===== src/rtl/uart_tx_feeder.sv =====
// uart_tx_feeder: programs a 16550-style uart_top over Wishbone and streams bytes to it.
//
// After reset the block writes LCR (DLAB set), DL1, DL2 and LCR (DLAB clear), then raises
// init_done. Bytes offered on the s_data/s_valid/s_ready handshake are buffered in a FIFO
// (accepted during init too). When the FIFO holds data the block reads LSR; if THRE is set it
// writes up to BURST bytes to THR, otherwise it backs off for a fixed gap before polling again.
//
// Ports
//   clk         single clock, all logic on posedge
//   wb_rst_i    synchronous active-high reset
//   s_data      byte to transmit
//   s_valid     s_data is valid
//   s_ready     buffer has room; a byte moves when s_valid & s_ready
//   wb_adr_o    Wishbone address
//   wb_dat_o    Wishbone write data (byte placed on lane adr[1:0])
//   wb_dat_i    Wishbone read data (LSR on bits [15:8])
//   wb_we_o     Wishbone write enable
//   wb_stb_o    Wishbone strobe
//   wb_cyc_o    Wishbone cycle
//   wb_sel_o    Wishbone byte-lane select
//   wb_ack_i    Wishbone acknowledge
//   init_done   UART configuration complete
//   level       FIFO occupancy

module uart_tx_feeder #(
  parameter logic [15:0] DIVISOR    = 16'd2,
  parameter logic [7:0]  LCR_VAL    = 8'h1B,
  parameter int unsigned FIFO_DEPTH = 16,
  parameter int unsigned BURST      = 16
) (
  input  logic                          clk,
  input  logic                          wb_rst_i,
  input  logic [7:0]                    s_data,
  input  logic                          s_valid,
  output logic                          s_ready,
  output logic [4:0]                    wb_adr_o,
  output logic [31:0]                   wb_dat_o,
  input  logic [31:0]                   wb_dat_i,
  output logic                          wb_we_o,
  output logic                          wb_stb_o,
  output logic                          wb_cyc_o,
  output logic [3:0]                    wb_sel_o,
  input  logic                          wb_ack_i,
  output logic                          init_done,
  output logic [$clog2(FIFO_DEPTH):0]   level
);

  localparam int unsigned AW = $clog2(FIFO_DEPTH);
  localparam int unsigned LW = AW + 1;

  localparam logic [LW-1:0] DepthL = LW'(FIFO_DEPTH);
  localparam logic [4:0]    BurstL = 5'(BURST);

  localparam logic [4:0] AdrThr = 5'd0;
  localparam logic [4:0] AdrDl1 = 5'd0;
  localparam logic [4:0] AdrDl2 = 5'd1;
  localparam logic [4:0] AdrLcr = 5'd3;
  localparam logic [4:0] AdrLsr = 5'd5;

  typedef enum logic [2:0] {
    StInitLcrDlab,
    StInitDl1,
    StInitDl2,
    StInitLcr,
    StPoll,
    StWrThr,
    StGap
  } state_e;

  state_e          state_q, state_d;
  logic            cyc_q, cyc_d;
  logic            we_q, we_d;
  logic [4:0]      adr_q, adr_d;
  logic [3:0]      sel_q, sel_d;
  logic [31:0]     dat_q, dat_d;
  logic            init_done_q, init_done_d;
  logic            ready_q, ready_d;
  logic [LW-1:0]   level_q, level_d;
  logic [AW-1:0]   wr_ptr_q, wr_ptr_d;
  logic [AW-1:0]   rd_ptr_q, rd_ptr_d;
  logic [4:0]      burst_q, burst_d;
  logic [2:0]      gap_q, gap_d;

  logic [7:0]      mem_q [FIFO_DEPTH];

  logic            push;
  logic            pop;
  logic            acked;
  logic            launch;
  logic [4:0]      req_adr;
  logic            req_we;
  logic [7:0]      req_byte;
  logic [LW-1:0]   lvl_after_pop;

  // Only THRE (LSR bit 5 -> bus bit 13) is consumed from the read data.
  logic            unused_dat_i;
  assign unused_dat_i = ^{wb_dat_i[31:14], wb_dat_i[12:0]};

  always_comb begin
    state_d     = state_q;
    cyc_d       = cyc_q;
    we_d        = we_q;
    adr_d       = adr_q;
    sel_d       = sel_q;
    dat_d       = dat_q;
    init_done_d = init_done_q;
    burst_d     = burst_q;
    gap_d       = gap_q;

    launch   = 1'b0;
    req_adr  = 5'd0;
    req_we   = 1'b0;
    req_byte = 8'h00;

    push  = s_valid & ready_q;
    pop   = 1'b0;
    acked = cyc_q & wb_ack_i;

    // Occupancy once the head byte leaves, counting a push landing in the same cycle.
    lvl_after_pop = level_q - LW'(1) + LW'(push);

    // Each bus state issues one transaction: launch while the bus is idle, advance on ack.
    // The ack cycle clears cyc, so the next state's launch always sees one idle cycle first.
    unique case (state_q)
      StInitLcrDlab: begin
        req_adr  = AdrLcr;
        req_we   = 1'b1;
        req_byte = LCR_VAL | 8'h80;
        if (!cyc_q) begin
          launch = 1'b1;
        end else if (wb_ack_i) begin
          state_d = StInitDl1;
        end
      end
      StInitDl1: begin
        req_adr  = AdrDl1;
        req_we   = 1'b1;
        req_byte = DIVISOR[7:0];
        if (!cyc_q) begin
          launch = 1'b1;
        end else if (wb_ack_i) begin
          state_d = StInitDl2;
        end
      end
      StInitDl2: begin
        req_adr  = AdrDl2;
        req_we   = 1'b1;
        req_byte = DIVISOR[15:8];
        if (!cyc_q) begin
          launch = 1'b1;
        end else if (wb_ack_i) begin
          state_d = StInitLcr;
        end
      end
      StInitLcr: begin
        req_adr  = AdrLcr;
        req_we   = 1'b1;
        req_byte = LCR_VAL & 8'h7F;
        if (!cyc_q) begin
          launch = 1'b1;
        end else if (wb_ack_i) begin
          state_d     = StPoll;
          init_done_d = 1'b1;
        end
      end
      StPoll: begin
        req_adr = AdrLsr;
        req_we  = 1'b0;
        if (!cyc_q) begin
          // Nothing to send: stay quiet rather than polling LSR.
          launch = (level_q != '0);
        end else if (wb_ack_i) begin
          if (wb_dat_i[13]) begin
            state_d = StWrThr;
            burst_d = 5'd0;
          end else begin
            state_d = StGap;
            gap_d   = 3'd0;
          end
        end
      end
      StWrThr: begin
        req_adr  = AdrThr;
        req_we   = 1'b1;
        req_byte = mem_q[rd_ptr_q];
        if (!cyc_q) begin
          launch = 1'b1;
        end else if (wb_ack_i) begin
          pop     = 1'b1;
          burst_d = burst_q + 5'd1;
          if (lvl_after_pop == '0 || (burst_q + 5'd1) >= BurstL) begin
            state_d = StGap;
            gap_d   = 3'd0;
          end
        end
      end
      StGap: begin
        gap_d = gap_q + 3'd1;
        if (gap_q == 3'd7) begin
          state_d = StPoll;
        end
      end
      default: begin
        state_d = StInitLcrDlab;
      end
    endcase

    if (launch) begin
      cyc_d = 1'b1;
      we_d  = req_we;
      adr_d = req_adr;
      sel_d = 4'b0001 << req_adr[1:0];
      dat_d = req_we ? ({24'h000000, req_byte} << {req_adr[1:0], 3'b000}) : 32'h0;
    end else if (acked) begin
      cyc_d = 1'b0;
      we_d  = 1'b0;
      adr_d = 5'd0;
      sel_d = 4'd0;
      dat_d = 32'h0;
    end

    level_d  = level_q + LW'(push) - LW'(pop);
    wr_ptr_d = wr_ptr_q + AW'(push);
    rd_ptr_d = rd_ptr_q + AW'(pop);
    // Registered so s_ready has no path from s_valid or wb_ack_i.
    ready_d  = (level_d < DepthL);
  end

  always_ff @(posedge clk) begin
    if (wb_rst_i) begin
      state_q     <= StInitLcrDlab;
      cyc_q       <= 1'b0;
      we_q        <= 1'b0;
      adr_q       <= 5'd0;
      sel_q       <= 4'd0;
      dat_q       <= 32'h0;
      init_done_q <= 1'b0;
      ready_q     <= 1'b0;
      level_q     <= '0;
      wr_ptr_q    <= '0;
      rd_ptr_q    <= '0;
      burst_q     <= 5'd0;
      gap_q       <= 3'd0;
    end else begin
      state_q     <= state_d;
      cyc_q       <= cyc_d;
      we_q        <= we_d;
      adr_q       <= adr_d;
      sel_q       <= sel_d;
      dat_q       <= dat_d;
      init_done_q <= init_done_d;
      ready_q     <= ready_d;
      level_q     <= level_d;
      wr_ptr_q    <= wr_ptr_d;
      rd_ptr_q    <= rd_ptr_d;
      burst_q     <= burst_d;
      gap_q       <= gap_d;
    end
  end

  // Storage needs no reset; the pointers define what is valid.
  always_ff @(posedge clk) begin
    if (push && !wb_rst_i) begin
      mem_q[wr_ptr_q] <= s_data;
    end
  end

  assign wb_cyc_o  = cyc_q;
  assign wb_stb_o  = cyc_q;
  assign wb_we_o   = we_q;
  assign wb_adr_o  = adr_q;
  assign wb_sel_o  = sel_q;
  assign wb_dat_o  = dat_q;
  assign init_done = init_done_q;
  assign s_ready   = ready_q;
  assign level     = level_q;

endmodule


===== config.mk =====
export PLATFORM = sky130hd
export DESIGN_NAME = uart_tx_feeder
export DESIGN_NICKNAME = d
export VERILOG_FILES = /design/src/rtl/uart_tx_feeder.sv
export SDC_FILE = /design/constraint.sdc
export NUM_CORES = 1
export LEC_CHECK = 0
export CORE_MARGIN = 8
export CORE_UTILIZATION = 45
export DETAILED_ROUTE_END_ITERATION = 10
export PLACE_DENSITY = 0.77
export SLEW_MARGIN = 20
export SYNTH_ARGS = -nofsm -noshare
export SYNTH_HDL_FRONTEND = slang
export SYNTH_SLANG_ARGS = --single-unit

===== constraint.sdc =====
create_clock -name clk -period 2.95 [get_ports clk]
set_input_delay 0.59 -clock clk [delete_from_list [all_inputs] [get_ports clk]]
set_output_delay 0.59 -clock clk [all_outputs]
set_load 0.02 [all_outputs]

---- After elaboration in Yosys (flattened, before gate mapping) ----
Memories as Yosys holds them, arrays and structs flattened. A register that Yosys moved wholly into a read port is not among the register bits.
Cells that the tools add are included.
storage, ports and cells
  output and inout bits ................... 51
  bits in registers ....................... 69
  RAM bits ................................ 128
  memories ................................ 1
  input port bits ......................... 44
memories
  memory  words  width  rd ports  clocked after memory_dff  write ports  line  source
  mem_q   16     8      1         1                         1            84    logic [7:0] mem_q [FIFO_DEPTH];
operators by class
  magnitude comparators ................... 2
  reductions and logical operators ........ 15
  equal/unequal tests ..................... 23
  bitwise gates (word level) .............. 2
  muxes and demuxes ....................... 51
  shift operators ......................... 2
  add/sub/neg operators ................... 8
operators with widths
  operator                                                  number
  two-way mux 32 bit                                        3
  two-way mux 3 bit                                         20
  two-way mux 5 bit                                         7
  inequality test 2 bit, second input constant              16
  one-hot mux 8 bit (4 select lines)                        1
  left shift 8 x 5 -> 32 bit                                1
  one-hot mux 3 bit (7 select lines)                        1
  one-hot mux 3 bit (3 select lines)                        2
  AND reduction 14 bit                                      1
  equality test 3 bit, second input constant                4
  two-way mux 4 bit                                         3
  two-way mux 1 bit                                         11
  adder 5 x 1 -> 5 bit                                      2
  one-hot mux 5 bit (2 select lines)                        1
  adder 4 x 1 -> 4 bit                                      2
  AND reduction 7 bit                                       1
  equality test 3 x 2 -> 1 bit, second input constant       2
  AND reduction 6 bit                                       1
  adder 5 x 1 -> 5 bit, second input constant               1
  greater-or-equal comparator 5 bit, second input constant  1
  zero test 5 bit                                           1
  less-than comparator 5 bit, second input constant         1
  nonzero test 5 bit                                        1
  OR reduction 5 bit                                        1
  16 further kinds                                          18

---- Logic depth before layout (Yosys ltp) ----
  word-level depth ........................ 8
  depth in mapped cells ................... 12
  mapped depth without buffers ............ 12

---- Least setup slack after synthesis ----
OpenSTA, ideal clock, no wires.
  path kind ............................... register to register
  start point ............................. reg cyc_q (netlist: wb_cyc_o)
  end point ............................... reg level_q[4] (netlist: level[4])
  data required time ...................... 2.884 ns
  period minus slack after synthesis ...... 2.232 ns
  arrival ................................. 2.166 ns
  cell stages (with the launch flop) ...... 12
  path slack .............................. 0.718 ns
  cell sequence ........................... dfxtp_1 -> nand2_1 -> nor2_1 -> ha_1 -> inv_1 -> ha_1 -> fa_1 -> nand2b_1 -> a21oi_1 -> nor2_1 -> xnor2_1 -> nor2b_1
between the ends
  cells in the longest elaborated chain, start to end .. 3
ends and longest elaborated chain
  element                    line  source
  start: declaration         71    logic cyc_q, cyc_d;
  start signal: assignment   246   cyc_q <= cyc_d;
  two-way mux 1 bit          186   if (!cyc_q) begin
  two-way mux 1 bit          124   unique case (state_q)
  subtractor 5 x 1 -> 5 bit  222   level_d = level_q + LW'(push) - LW'(pop);
  end signal: assignment     253   level_q <= level_d;
  end: declaration           78    logic [LW-1:0] level_q, level_d;
Every way passes these cells.
A chain may end at the register's enable or synchronous reset.

---- Worst setup path in the final report ----
  start point ............................. reg level_q[3] (netlist: level[3])
  end point ............................... reg dat_q[11] (netlist: wb_dat_o[11])
between the ends
  cells in the longest elaborated chain, start to end .. 4
ends and longest elaborated chain
  element                                                   line  source
  nonzero test 5 bit (*)                                    171   launch = (level_q != '0);
  two-way mux 1 bit (*)                                     169   if (!cyc_q) begin
  one-hot mux 1 bit (2 select lines) (*)                    124
  two-way mux 32 bit or nonzero test 2 bit (tied branches)  --
  end signal: assignment                                    250   dat_q <= dat_d;
  end: declaration                                          75    logic [31:0] dat_q, dat_d;
Every way passes the cells marked *; elsewhere a longest branch is shown, timed or not.

==> results.tsv <==
stage	metric	value	unit
status	outcome	finished, final reports clean	
cells_and_area	area growth from synthesis to layout	20.49	%
logic_synthesis	Synth cell types	46	
clocking	clock buffer count from CTS	17	
timing	final setup vio count	0	
placement	pre-CTS setup slack	95.70	ps
routing	via/cell ratio	5.396	
timing	fin crit period	2444	ps
routing	Pre-Repair DR Iteration Count	5	
clocking	# resized after CTS	0	
cells_and_area	Finished Core Util	55.33	%
logic_synthesis	ys async rst share	0	%
logic_synthesis	Primary FF master, synth	edfxtp_1	
cells_and_area	share of post-route cells with drive strength above 1	15.81	%
clocking	worst skew pair latency	430	ps
clocking	clk root buf	clkbuf_16	
cells_and_area	Final Net Count	649	
routing	DR WL/cell	18.11	um
global_routing	vias in the first global route	4568	
routing	initial DRC count	386	
logic_synthesis	Synth area leaders	edfxtp_1, dfxtp_1, mux4_2	
timing	Max Fclk	0.4092	GHz
timing	normalized max-slew margin	46.86	%
pwr	Max VDD drop	430.3	uV
critical_path	CP endpoint kind	register	
clocking	number of setup buffers added after CTS	0	
routing	final WL	14870	um
placement	Detail Placement HPWL	10100	um
critical_path	Crit path required time	3320	ps
critical_path	crit start category	register	
cells_and_area	n_diodes	0	
placement	port bufs	61	
logic_synthesis	most frequent cell after synthesis	edfxtp_1	
pwr	Pwr per Cell Area	620.9	nW/um2
placement	GP Congestion	0.7943	
floorplan	die height	146.1	um
logic_synthesis	synthesized area	7615	um2
routing	post-route antenna net violation count	0	
clocking	clock transition at the registers of the reported paths	70	ps
floorplan	die area	21340	um2
routing	DRC	0	
clocking	Hold-fix buffers, CTS	0	
logic_synthesis	Syn Inst Count	504	
timing	RSZ-0062 raised after global routing	no	
logic_synthesis	EDFF count, synth	128	
pwr	Pleak	0.003134	uW
routing	via count	4430	
clocking	CTS max path bufs	2	
timing	Pins Over Slew Limit	0	
clocking	TritonCTS clock tree	done	
global_routing	first-pass GRT wire length	23950	um
floorplan	Initial Util	45.92	%
logic_synthesis	Synth area leader	edfxtp_1	
timing	Clock Skew	8.861	ps
logic_synthesis	Avg Inst Size Synth	15.11	um2
floorplan	Core ar.	16580	um2
flow_run	maxcap violations	0	
timing	setup_tns	0	ps
timing	Final period util	82.84	%
global_routing	global router's overall resource usage	14.40	%
floorplan	Rows	47	
critical_path	CP Data Arrival Time	2810	ps
logic_synthesis	area share of the largest cell type after synthesis	50.48	%
logic_synthesis	Yosys reg bits	194	
hold_path	Min-Delay Path Class	register to register	
timing	Worst-Margin Slew	795.4	ps
clocking	CTS Sinks	194	
global_routing	largest net degree at the start of global routing	35	
logic_synthesis	top cells by count, synth	edfxtp_1, dfxtp_1, nor2_1, mux4_2, and2_1	
critical_path	CP Max Fanout	20	
logic_synthesis	Synth Warn #	0	
floorplan	IO Pins	95	
global_routing	GR Overflow Total	0	
floorplan	die width	146.1	um
timing	Final Hold Viols	0	
clocking	H-tree Lvls	4	
timing	setup ws final	506.2	ps
critical_path	critical path type	register to register	
logic_synthesis	register area share after synthesis	67.83	%
global_routing	initial antenna violation count	0	
-- cells by family after synthesis --
logic type                 synth area share (%)
muxes                                     11.80
DFF                                       67.83
other                                   0.04925
and+or+nand+nor                           8.807
adders and majority gates                 2.892
AOI/OAI and AO/OA                         4.782
xor gates and xnor gates                  1.495
buffers and inverters                     2.350
-- where the power goes --
| part | switching (uW) | internal (uW) | total, uW |
|---|---|---|---|
| clock | 1000 | 1170 | 2170 |
| sequential | 44.0 | 2950 | 3000 |
| combinational | 293 | 233 | 526 |
| total | 1340 | 4360 | 5700 |
-- metal layers --
metal	share of wire (%)	vias to the layer above	GRT usage, %	routed length [um]
li1	-	2046	-	-
met1	41	2226	16.91	6128
met4	1.6	0	5.049	238
met5	0	-	0	0
met2	51	134	24.47	7526
met3	6.6	24	4.604	975
-- registers in the layout, indices dropped and copies added (netlist names), 3 cells and up --
signal / flops
wb_dat_o: 32
gap_q: 3
wr_ptr_q: 4
wb_adr_o: 3
wb_sel_o: 3
burst_q: 5
rd_ptr_q: 4
level: 5
mem_q: 128
state_q: 3
-- final cells by class --
cell class	instances	area (um2)
clock buffers	18	429.2
well taps	220	275.3
repair buffers	92	855.8
clock inverters	14	132.6
multi-input cells	272	2275
inverters	11	41.29
fillers	1301	7408
flip-flops and latches	194	5166
-- critical path: stages (launching register included) --
cell and delay (ps):
dfxtp_1 340, inv_1 120, ha_1 180, nor2b_1 190, a31oi_1 240, o22ai_2 170, nor2b_1 670, buf_4 320
and2_1 150
-- worst paths after layout --
path	cells past startpoint	startpoint	slack, ps	end
worst max register to register	8	level[3]	510	wb_dat_o[11]
worst min register to register	2	wb_sel_o[1]	450	wb_sel_o[1]
worst min-delay path	2	wb_sel_o[1]	450	wb_sel_o[1]
worst max-delay path	8	level[3]	510	wb_dat_o[11]
-- stage by stage --
stage               area, um2  hold WS, ps  total power (uW)  std cells
floorplan                7619        443.6              3380        505
global placement         8613        437.7              3561        789
detailed placement       8613        443.0              3586        789
CTS                      9175        458.3              5747        821
global route             9175        475.6              5908        821
finish                   9175        454.7              5697        821
-- cell usage in the layout (no fill, tap or decap), types with 2 or more instances in the layout --
master,count
nand4_1,2
inv_6,3
o21a_1,2
dfxtp_1,65
nor3_1,10
xor2_1,7
a21o_1,8
clkinv_2,4
xnor2_1,6
and2_1,24
clkbuf_16,17
nand3b_1,3
clkinv_4,2
clkinvlp_4,3
o22ai_1,7
ha_1,16
clkdlybuf4s50_1,61
nor4_1,2
nor2_1,38
nand3_1,7
a21oi_1,21
nand2b_1,8
mux2i_1,20
conb_1,2
edfxtp_1,128
a221oi_1,2
o211ai_1,2
inv_1,11
buf_4,30
or3_1,2
nand2_1,21
o21ai_0,6
nor2b_1,11
mux4_2,31
(Power assumes the default switching activity.)
